[config.mk]
export PLATFORM = sky130hd
export DESIGN_NAME = b11_scrambler_param
export DESIGN_NICKNAME = d
export VERILOG_FILES = /design/src/rtl/b11_scrambler_param.sv
export SDC_FILE = /design/constraint.sdc
export NUM_CORES = 1
export LEC_CHECK = 0
export CAP_MARGIN = 20
export CORE_ASPECT_RATIO = 0.5
export CORE_MARGIN = 10
export CORE_UTILIZATION = 30
export DETAILED_ROUTE_END_ITERATION = 6
export GPL_TIMING_DRIVEN = 0
export PLACE_DENSITY = 0.5
export SLEW_MARGIN = 10
export SYNTH_ARGS = -nofsm -noshare
export SYNTH_HDL_FRONTEND = slang
export SYNTH_SLANG_ARGS = --single-unit
[constraint.sdc]
create_clock -name clock -period 6.5 [get_ports clock]
set_input_delay 1.3 -clock clock [delete_from_list [all_inputs] [get_ports clock]]
set_output_delay 1.3 -clock clock [all_outputs]
set_load 0.005 [all_outputs]
[src/rtl/b11_scrambler_param.sv]
// Parametrised b11-style input scrambler: captures a symbol, seeds from a wrapping
// counter, combines, reduces modulo MOD, biases, and emits the magnitude.
module b11_scrambler_param #(
  parameter int W     = 6,
  parameter int MOD   = 26,
  parameter int N_CYC = 25,
  parameter int BIAS0 = 21,
  parameter int BIAS1 = 42,
  parameter int BIAS2 = 7,
  parameter int BIAS3 = 28,
  parameter int REJ_W = 8
) (
  input  logic             clock,
  input  logic             reset,
  input  logic [W-1:0]     x_in,
  input  logic             stbi,
  output logic [W-1:0]     x_out,
  output logic             out_valid,
  output logic             in_ready,
  output logic [REJ_W-1:0] rej_count
);

  localparam int CW = W + 3;

  localparam logic [W-1:0]         MOD_W  = W'(MOD);
  localparam logic [W-1:0]         NCYC_W = W'(N_CYC);
  localparam logic signed [CW-1:0] MOD_S  = CW'(MOD);
  localparam logic signed [CW-1:0] TOP_S  = CW'((1 << W) - 1);
  localparam logic signed [CW-1:0] B0_S   = CW'(BIAS0);
  localparam logic signed [CW-1:0] B1_S   = CW'(BIAS1);
  localparam logic signed [CW-1:0] B2_S   = CW'(BIAS2);
  localparam logic signed [CW-1:0] B3_S   = CW'(BIAS3);

  typedef enum logic [3:0] {
    S_INIT, S_WAIT, S_CLASS, S_SEED, S_COMB, S_REDN, S_REDP, S_BIAS, S_OUT
  } state_t;

  state_t                 state, state_nx;
  logic [W-1:0]           cont, cont_nx;
  logic [W-1:0]           r_in, r_in_nx;
  logic [W-1:0]           x_out_nx;
  logic                   valid_nx;
  logic [REJ_W-1:0]       rej_nx;
  logic signed [CW-1:0]   cont1, cont1_nx;
  logic signed [CW-1:0]   r_ext, c_ext, cont1_neg;

  assign r_ext     = $signed({3'b000, r_in});
  assign c_ext     = $signed({3'b000, cont});
  assign cont1_neg = -cont1;

  // NOTE: every output of this block gets a default first, so no path leaves a value unassigned and no latch is inferred.
  always_comb begin
    state_nx  = state;
    cont_nx   = cont;
    r_in_nx   = r_in;
    cont1_nx  = cont1;
    x_out_nx  = x_out;
    valid_nx  = 1'b0;
    rej_nx    = rej_count;
    in_ready  = 1'b0;

    unique case (state)
      S_INIT: begin
        cont_nx  = '0;
        r_in_nx  = x_in;
        x_out_nx = '0;
        state_nx = S_WAIT;
      end
      S_WAIT: begin
        in_ready = 1'b1;
        r_in_nx  = x_in;
        if (!stbi) state_nx = S_CLASS;
      end
      S_CLASS: begin
        if (r_in == '0 || r_in == '1) begin
          cont_nx  = (cont < NCYC_W) ? cont + 1'b1 : '0;
          cont1_nx = r_ext;
          state_nx = S_OUT;
        end else if (r_in <= MOD_W) begin
          state_nx = S_SEED;
        end else begin
          if (rej_count != '1) rej_nx = rej_count + 1'b1;
          state_nx = S_WAIT;
        end
      end
      S_SEED: begin
        cont1_nx = r_in[0] ? (c_ext <<< 1) : c_ext;
        state_nx = S_COMB;
      end
      // The reduction loop tests the value being written, so a loop state is
      // only entered when a subtraction/addition is really due: k iterations cost k cycles.
      S_COMB: begin
        if (r_in[1]) begin
          cont1_nx = r_ext + cont1;
          state_nx = (cont1_nx > MOD_S) ? S_REDN : S_BIAS;
        end else begin
          cont1_nx = r_ext - cont1;
          state_nx = (cont1_nx > TOP_S) ? S_REDP : S_BIAS;
        end
      end
      S_REDN: begin
        cont1_nx = cont1 - MOD_S;
        state_nx = (cont1_nx > MOD_S) ? S_REDN : S_BIAS;
      end
      S_REDP: begin
        cont1_nx = cont1 + MOD_S;
        state_nx = (cont1_nx > TOP_S) ? S_REDP : S_BIAS;
      end
      S_BIAS: begin
        case (r_in[3:2])
          2'b00:   cont1_nx = cont1 - B0_S;
          2'b01:   cont1_nx = cont1 - B1_S;
          2'b10:   cont1_nx = cont1 + B2_S;
          default: cont1_nx = cont1 + B3_S;
        endcase
        state_nx = S_OUT;
      end
      S_OUT: begin
        x_out_nx = cont1[CW-1] ? cont1_neg[W-1:0] : cont1[W-1:0];
        valid_nx = 1'b1;
        state_nx = S_WAIT;
      end
      default: state_nx = S_INIT;
    endcase
  end

  // NOTE: state registers use non-blocking assignments so every flop samples pre-edge values.
  always_ff @(posedge clock or posedge reset) begin
    if (reset) begin
      state     <= S_INIT;
      cont      <= '0;
      cont1     <= '0;
      r_in      <= '0;
      x_out     <= '0;
      out_valid <= 1'b0;
      rej_count <= '0;
    end else begin
      state     <= state_nx;
      cont      <= cont_nx;
      cont1     <= cont1_nx;
      r_in      <= r_in_nx;
      x_out     <= x_out_nx;
      out_valid <= valid_nx;
      rej_count <= rej_nx;
    end
  end

endmodule

-- Word-level counts from Yosys, hierarchy flattened
Cells that the tools add are included.
- register bits after elaboration: 40
- latch bits: 0
- RAM bits: 0
- ROM bits: 0
- bits of input ports: 9
- output and inout port bits: 16
- memories kept: 0
- add/subtract/negate cells: 11
- multipliers: 0
- div/mod/pow operators: 0
- $lt $le $gt $ge: 6
- equal/unequal tests: 14
- shift operators: 0
- muxes and demuxes: 21
- bitwise operators: 2
- reduce and logical (&&, ||, !) cells: 12
- operators by type and width (operator ; count):
    one-hot mux 9 bit (6 select lines) ; 1
    one-hot mux 4 bit (8 select lines) ; 1
    one-hot mux 9 bit (3 select lines) ; 1
    one-hot mux 6 bit (2 select lines) ; 2
    adder 9 x 6 -> 9 bit, second input constant ; 2
    > comparator 9 x 6 -> 1 bit, second input constant ; 2
    > comparator 9 x 7 -> 1 bit, second input constant ; 2
    two-way mux 6 bit ; 3
    two-way mux 9 bit ; 2
    subtractor 9 x 6 -> 9 bit, second input constant ; 2
    equality test 4 x 3 -> 1 bit, second input constant ; 4
    adder 7 x 9 -> 9 bit ; 1
    adder 9 x 4 -> 9 bit, second input constant ; 1
    subtractor 7 x 9 -> 9 bit ; 1
    subtractor 9 x 7 -> 9 bit, second input constant ; 1
    adder 8 x 1 -> 8 bit, second input constant ; 1
    equality test 4 x 2 -> 1 bit, second input constant ; 2
    two-way mux 2 bit ; 4
    two-way mux 4 bit ; 2
    != test 8 bit, second input constant ; 1
    two-way mux 7 bit ; 1
    adder 6 x 1 -> 6 bit, second input constant ; 1
    equality test 6 bit, second input constant ; 1
    less-or-equal comparator 6 x 5 -> 1 bit, second input constant ; 1
    other kinds (18) ; 26

-- Depth between registers and ports, before layout
Gate-level depths: netlist of run 1.
- depth in word-level cells: 5
- mapped depth: 12

-- Worst setup path before layout of run 1
Ideal clock, no wire load.
- kind: register to output
- start point: reg state[2]
- end point: out in_ready
- arrival: 1.355 ns
- setup slack: 3.845 ns
- cell stages (with the launch flop): 5
- path buffers: 2
- cells stage by stage: dfrtp_1 clkbuf_1 buf_1 nor3_2 and2_1
- cells in the longest elaborated chain, start to end: 2
- ends and longest elaborated chain (what ; RTL line ; source):
    start: declaration ; 38 ; state_t state, state_nx;
    start signal: assignment ; 138 ; state <= state_nx;
    equality test 4 x 1 -> 1 bit ; 62 ; unique case (state)
    two-way mux 1 bit ; 62 ;
    end: declaration ; 19 ; output logic in_ready,
Every way passes these cells.

-- Worst setup path in the final report of run 1
Ends and elaborated chain as after synthesis.

==> results of run 1 <==
[routing by layer]
metal,share of wire [%],global-route usage (%)
met1,52,20.3
met4,1.3,3.47
met3,5.6,1.90
met5,0,0
met2,41,20.4
[power by group through the flow]
stage	clock (mW)	sequential (mW)	combinational (mW)
4_1_cts	0.311	0.484	2.13
2_1_floorplan	0	0.441	1.59
5_1_grt	0.322	0.500	2.38
3_5_place_dp	0	0.488	2.11
3_3_place_gp	0	0.489	2.11
6_report	0.305	0.486	2.15
[critical path: cells and delay by family, from the launching register on]
kind,cells,cell delay [ns]
flops,1,0.44
simple gates,2,0.74
buf+inv,3,1.05
[registers in the layout (all words and copies together) (netlist names)]
| name | count |
|---|---|
| cont | 6 |
| x_out | 6 |
| rej_count | 8 |
| r_in | 6 |
| out_valid | 1 |
| state | 4 |
| cont1 | 9 |
[worst max path at each step]
stage | from | endpoint | slack (ns)
2_1_floorplan | state[2] | in_ready | 3.84
3_3_place_gp | state[2] | in_ready | 2.98
3_5_place_dp | state[2] | in_ready | 2.98
4_1_cts | state[2] | in_ready | 2.64
5_1_grt | state[2] | in_ready | 2.47
6_report | state[2] | in_ready | 2.67
[logic make-up (layout without fill, tap and decap cells)]
family	count (synthesis)	count (layout)
flip-flops	40	40
AO/OA/AOI/OAI	141	141
XOR/XNOR	50	50
AND/OR/NAND/NOR	168	168
buffers and inverters	53	86
multiplexers	12	12
adder cells (fa/ha/maj)	37	37
[per-stage QoR]
stage,cells,setup slack [ns]
2_1_floorplan,501,3.84
3_3_place_gp,701,2.98
3_5_place_dp,702,2.98
4_1_cts,710,2.64
5_1_grt,710,2.47
6_report,710,2.67
[synthesized netlist by cell type (all sizes together) (3+ instances only)]
cell type,number
nor4,3
a22oi,3
a211o,7
o22ai,7
clkbuf,11
xor2,19
mux2,5
dfrtp,40
mux2i,7
nand4,3
a41oi,3
nand2,51
o31ai,3
nor2b,6
ha,35
a31oi,6
nor3,13
buf,18
a21oi,36
xnor2,31
a21o,4
nand2b,11
nor3b,3
and2,5
nand3,13
a2111oi,4
o21ai,35
or3,4
inv,24
or4,3
a211oi,8
nor2,44
[area by class of cell]
class | count | area [um^2] | share of cell area (%)
plain buffers | 29 | 144 | 3.03
well taps | 176 | 220 | 4.63
clock buffers | 6 | 139 | 2.92
clock inverters | 2 | 38.8 | 0.816
inverters | 24 | 90.1 | 1.90
flip-flops and latches | 40 | 1000 | 21.1
multi-input cells | 408 | 2860 | 60.2
repair buffers | 25 | 260 | 5.48
==> summary.md, run 1 <==
| Metric | Value |
|---|---|
| Status | `finished clean` |
| H-tree depth | `2` |
| Setup Skew | `between 0.008 and 0.009 ns` |
| Clk pin slew, worst setup/hold paths | `0.07 ns` |
| Commonest non-fill, non-tap cell in the layout | `nand2_1` |
| Layout Cell Area excl Fill | `~4800 um^2` |
| Placement Cell Area | `4570 um^2` |
| Hold buffer count at CTS | `0` |
| PD cells | `619 nW/um^2` |
| Post-CTS Setup Inserts | `0` |
| Post-synth EDFFs | `0` |
| Post-synth net total | `between 500 and 600` |
| Main synth FF type | `dfrtp_1` |
| Setup violators final | `0` |
| Layout fillers | `approximately 1400` |
| Detail-routed via count per cell | `5.36` |
| Post-synthesis simple-gate area fraction | `about a fifth` |
| Cell count after synthesis | `501` |
| Clock power share | `between 10% and 20%` |
| Main combinational cell family by area after synthesis | `compound AO/OA/AOI/OAI gates` |
| Pin count of the biggest net entering global routing | `28` |
| Hold EP | `x_out[2]` |
| Max Root-Sink Buffers | `2` |
| RSZ-0062 raised after global routing | `no` |
| Core area | `between 10000 and 15000 um^2` |
| Max Fclk | `261 MHz` |
| Syn-to-layout area delta | `16.1%` |
| Setup TNS | `0 ns` |
| Seq pwr share | `between 10% and 20%` |
| HP Class | `reg2reg` |
| # rows | `30` |
| Syn avg cell area | `between 8 and 9 um^2` |
| Layout cells sized above 1 | `8.61%` |
| Worst vdd ir | `around 140 uV` |
| Psw | `between 1.5 and 2 mW` |
| Worst path required time | `between 5 and 6 ns` |
| Clock Root Buffer | `clkbuf_16` |
| Synth Area in XOR/XNOR | `between 10% and 20%` |
| Worst hold path depth | `2` |
| Starting Density | `30.5%` |
| Cts bufs inserted | `5` |
| Pint | `between 1 and 1.5 mW` |
| Top cell type's share of synthesized area | `24.4%` |
| Crit end category | `output pin` |
| First-pass DRT Iterations | `5` |
| Reg2reg path depth | `11` |
| Crit-path max cell delay | `~0.52 ns` |
| Worst hold start | `x_out[2]` |
| Combinational Power Share | `about three quarters` |
| Pleak | `approximately 2.0 nW` |
| Largest area contributor in the netlist | `dfrtp_1` |
| Post-synthesis cell area | `4090 um^2` |
| Final min period | `between 3 and 4 ns` |
| Detailed-route via count | `between 3000 and 4000` |
| Sequential-to-total area share from yosys stat | `24.4%` |
| Initial antenna violation count | `0` |
| Layout Nets | `between 500 and 600` |
| Critical R2R Capture | `cont1[5]` |
| Ys async rst share | `100%` |
| Compound-Gate Fraction of Synth Area | `around a quarter` |
| Worst r2r src | `r_in[2]` |
| DRC Markers | `0` |
| Yosys cell types | `74` |
| Die Y | `slightly above 100 um` |
| Grt total ovfl | `0` |
| Total Power | `2.94 mW` |
| DIE AREA | `19000 um^2` |
| Top post-synthesis cells by area | `dfrtp_1 (24%), ha_1 (11%), xnor2_1 (6.4%)` |
| Startpoint Class | `flip-flop` |
| Most frequent cells in the layout | `nand2_1 (51), nor2_1 (42), dfrtp_1 (40), ha_1 (35), a21oi_1 (34)` |
| Fin. max-slew vios | `0` |
| Final Hold Fails | `0` |
| Setup slack, reg-to-reg | `around 3.3 ns` |
| Worst-Margin Slew | `between 1 and 1.5 ns` |
| Die X | `roughly 190 um` |
| Resized cells post-CTS | `0` |
| YS warnings | `0` |
| Max FO, Critical Path | `10` |
| Mux cell area share after synthesis | `between 3 and 4%` |
| Global-route wire length before repair | `a little over 20000 um` |
| Detailed Place HPWL | `slightly above 10000 um` |
| Worst Setup Path Type | `reg2out` |
| Buffers added on ports | `24` |
| Tcrit/Tclk final | `slightly below 60%` |
| Worst path slowest cell | `nor3_2` |
| MaxCap Viol Count | `0` |
| Crit path cell chain | `clkbuf_1 > buf_1 > nor3_2 > and2_1 > clkdlybuf4s50_1` |
| Slew HR | `29.4%` |
| Post-synthesis adder-cell area fraction | `11.7%` |
| Ports | `25` |
| Drt first-iter violations | `~330` |
| #FFs+latches synth | `40` |
| Total GRT Usage | `roughly 14%` |
| Routed WL per cell | `approximately 18 um` |
| Clock latency on the worst-skew pair | `~0.30 ns` |
| Gpl congestion | `0.917` |
| CP arrival | `roughly 2.5 ns` |
| Vias in the first global route | `around 3500` |
| Final WL | `13100 um` |
| TritonCTS clock tree | `done` |
| Hold slack | `~0.49 ns` |
| ANT cells | `0` |
| Switching share of power | `~52%` |
| Post-route ant nets | `0` |
| Final Util | `35.4%` |
| CTS Sinks | `40` |
Note: power is estimated with default switching activity, not from simulation.
==> inputs of run 2 (changes only) <==
- clock period: 6.5 -> 3.9 ns (I/O delays scaled with it)
==> results of run 2 <==
Same layout as run 1 (identical final DEF). Status: finished clean.
Main changes from that run: setup slack after placement 2.98 ns -> 0.696 ns; setup slack after layout 2.67 ns -> 0.588 ns; register-to-register setup slack 3.29 ns -> 0.69 ns; total power 2.94 mW -> 4.90 mW; worst IR drop on VDD 140 uV -> 234 uV
==> inputs of run 3 (changes only) <==
- clock period: 3.9 -> 3.1 ns (I/O delays scaled with it)
==> run 3 against run 2 <==
Compared with the run above:
- sequential power up 26%
- routed wire length up 0.17%
- cell count up 0.28%
- via count down 0.92%
- final area up 0.90%
==> summary.md, run 3 (synthesis results as in run 1) <==
| Metric | Value |
|---|---|
| Tcrit/Tclk final | `between 90% and 100%` |
| Largest registers | `cont1 (9), rej_count (8)` |
| CP arrival | `3.18 ns (+0.65 ns)` |
| Clk pin slew, worst setup/hold paths | `0.07 ns (about the same)` |
| Max Root-Sink Buffers | `2 (unchanged)` |
| Routed WL per cell | `18.4 um (-0.11%)` |
| Final Hold Fails | `0 (unchanged)` |
| Vias in the first global route | `3549 (+0.17%)` |
| # rows | `30 (unchanged)` |
| Syn-to-layout area delta | `17.1%` |
| Starting Density | `30.5% (unchanged)` |
| H-tree depth | `2 (unchanged)` |
| Total GRT Usage | `13.8% (about the same)` |
| First-pass DRT Iterations | `5 (unchanged)` |
| Most flop-heavy register | `cont1` |
| Most frequent cells in the layout | `nand2_1 (51), nor2_1 (42), dfrtp_1 (38), a21oi_1 (34), ha_1 (34)` |
| Setup slack, reg-to-reg | `between 0.08 and 0.09 ns` |
| DIE AREA | `19000 um^2 (unchanged)` |
| Setup violators final | `0 (unchanged)` |
| Startpoint Class | `flip-flop` |
| Worst path required time | `~3.3 ns` |
| Detailed Place HPWL | `10200 um (unchanged)` |
| Ports | `25 (unchanged)` |
| Gpl congestion | `0.917 (unchanged)` |
| Pleak | `1.96 nW (+0.31%)` |
| Post-route ant nets | `0 (unchanged)` |
| Worst vdd ir | `around 290 uV` |
| MaxCap Viol Count | `0 (unchanged)` |
| Core area | `13400 um^2 (unchanged)` |
| Status | `finished clean` |
| Clock latency on the worst-skew pair | `0.30 ns (about the same)` |
| Worst Setup Path Type | `reg2reg` |
| Crit end category | `flip-flop` |
| PD cells | `around 1300 nW/um^2` |
| TritonCTS clock tree | `done` |
| Detailed-route via count | `3768 (-0.92%)` |
| Grt total ovfl | `0 (unchanged)` |
| CTS Sinks | `40 (unchanged)` |
| Initial antenna violation count | `0 (unchanged)` |
| Max FO, Critical Path | `9 (-1)` |
| Layout Nets | `581 (+0.35%)` |
| Slew HR | `26.3% (-3.1 points)` |
| Setup Skew | `0.00946 ns (+0.000743 ns)` |
| Layout cells sized above 1 | `10.1% (+1.5 points)` |
| Global-route wire length before repair | `20600 um (about the same)` |
| RSZ-0062 raised after global routing | `no` |
| Drt first-iter violations | `405 (+23%)` |
| Fin. max-slew vios | `0 (unchanged)` |
| Hold slack | `0.486 ns (+0.000122 ns)` |
| Worst-Margin Slew | `1.10 ns (+0.0456 ns)` |
| Largest register FFs | `9 (unchanged)` |
| Max Fclk | `332 MHz` |
| Origin of the worst setup path | `cont1[1]` |
| HP Class | `reg2reg` |
| Worst hold start | `x_out[2]` |
| Die X | `185 um (unchanged)` |
| Cts bufs inserted | `5 (unchanged)` |
| Final min period | `~3.0 ns` |
| Worst r2r src | `cont1[1]` |
| Detail-routed via count per cell | `5.29 (-1.2%)` |
| Commonest non-fill, non-tap cell in the layout | `nand2_1` |
| DRC Markers | `0 (unchanged)` |
| ANT cells | `0 (unchanged)` |
| Setup TNS | `0 ns (unchanged)` |
| Die Y | `103 um (unchanged)` |
| Pin count of the biggest net entering global routing | `28 (unchanged)` |
| Clock Root Buffer | `clkbuf_16` |
| Buffers added on ports | `24 (unchanged)` |
| Final WL | `13100 um (+0.17%)` |
-- run 3: cell type report --
class                   count  area [um^2]
plain buffers              29          146
repair buffers             27          275
flip-flops and latches     40         1000
clock inverters             2         38.8
multi-input cells         408         2880
fillers                  1440         8640
clock buffers               6          139
well taps                 176          220
inverters                  24         93.8
-- run 3: per-stage QoR --
step                utilization [%]  setup WS [ns]  cell area [um^2]  std cells  power, mW
finish                         35.7         0.0863              4790        712       6.25
floorplan                         -          0.540              4090        501       4.25
global route                   35.7        0.00908              4790        712       6.80
global placement               33.9         -0.119              4550        701       5.45
CTS                            35.4         0.0126              4760        710       6.15
detailed placement             34.0         -0.104              4570        702       5.46
-- run 3: what timing repair did --
action,CTS,global route
buffers inserted,0,2
resized for setup,3,9
hold buffers,0,0
endpoints found under the setup margin,3,4
pin swaps,0,2
-- run 3: final timing paths --
path / end / depth (start not counted)
setup / recovery: state[1] / 10
hold / removal: x_out[2] / 2
setup reg to reg: state[1] / 10
hold reg to reg: x_out[2] / 2
max in group asynchronous: r_in[1] / 3
min in group asynchronous: out_valid / 2
-- run 3: power breakdown --
group | total (mW) | internal, mW | switching, mW
clock network | 0.638 | 0.404 | 0.234
registers | 1.02 | 0.716 | 0.305
logic | 4.60 | 1.90 | 2.70
-- run 3: worst max-delay path: stages (launching register included) --
cell and delay [ns]:
dfrtp_1 0.48, buf_6 0.20, inv_1 0.30, ha_1 0.33, nand2b_4 0.15, a211o_1 0.34
a31oi_4 0.18, a211o_1 0.15, a211o_1 0.12, a21oi_1 0.12, or4_1 0.53
-- run 3: per-layer routing --
metal	GRT usage (%)	vias up	part of all wire (%)
met1	20.3	1790	51
li1	-	1854	-
met4	3.47	0	1.4
met3	1.90	13	5.8
met5	0	-	0
met2	20.4	111	42
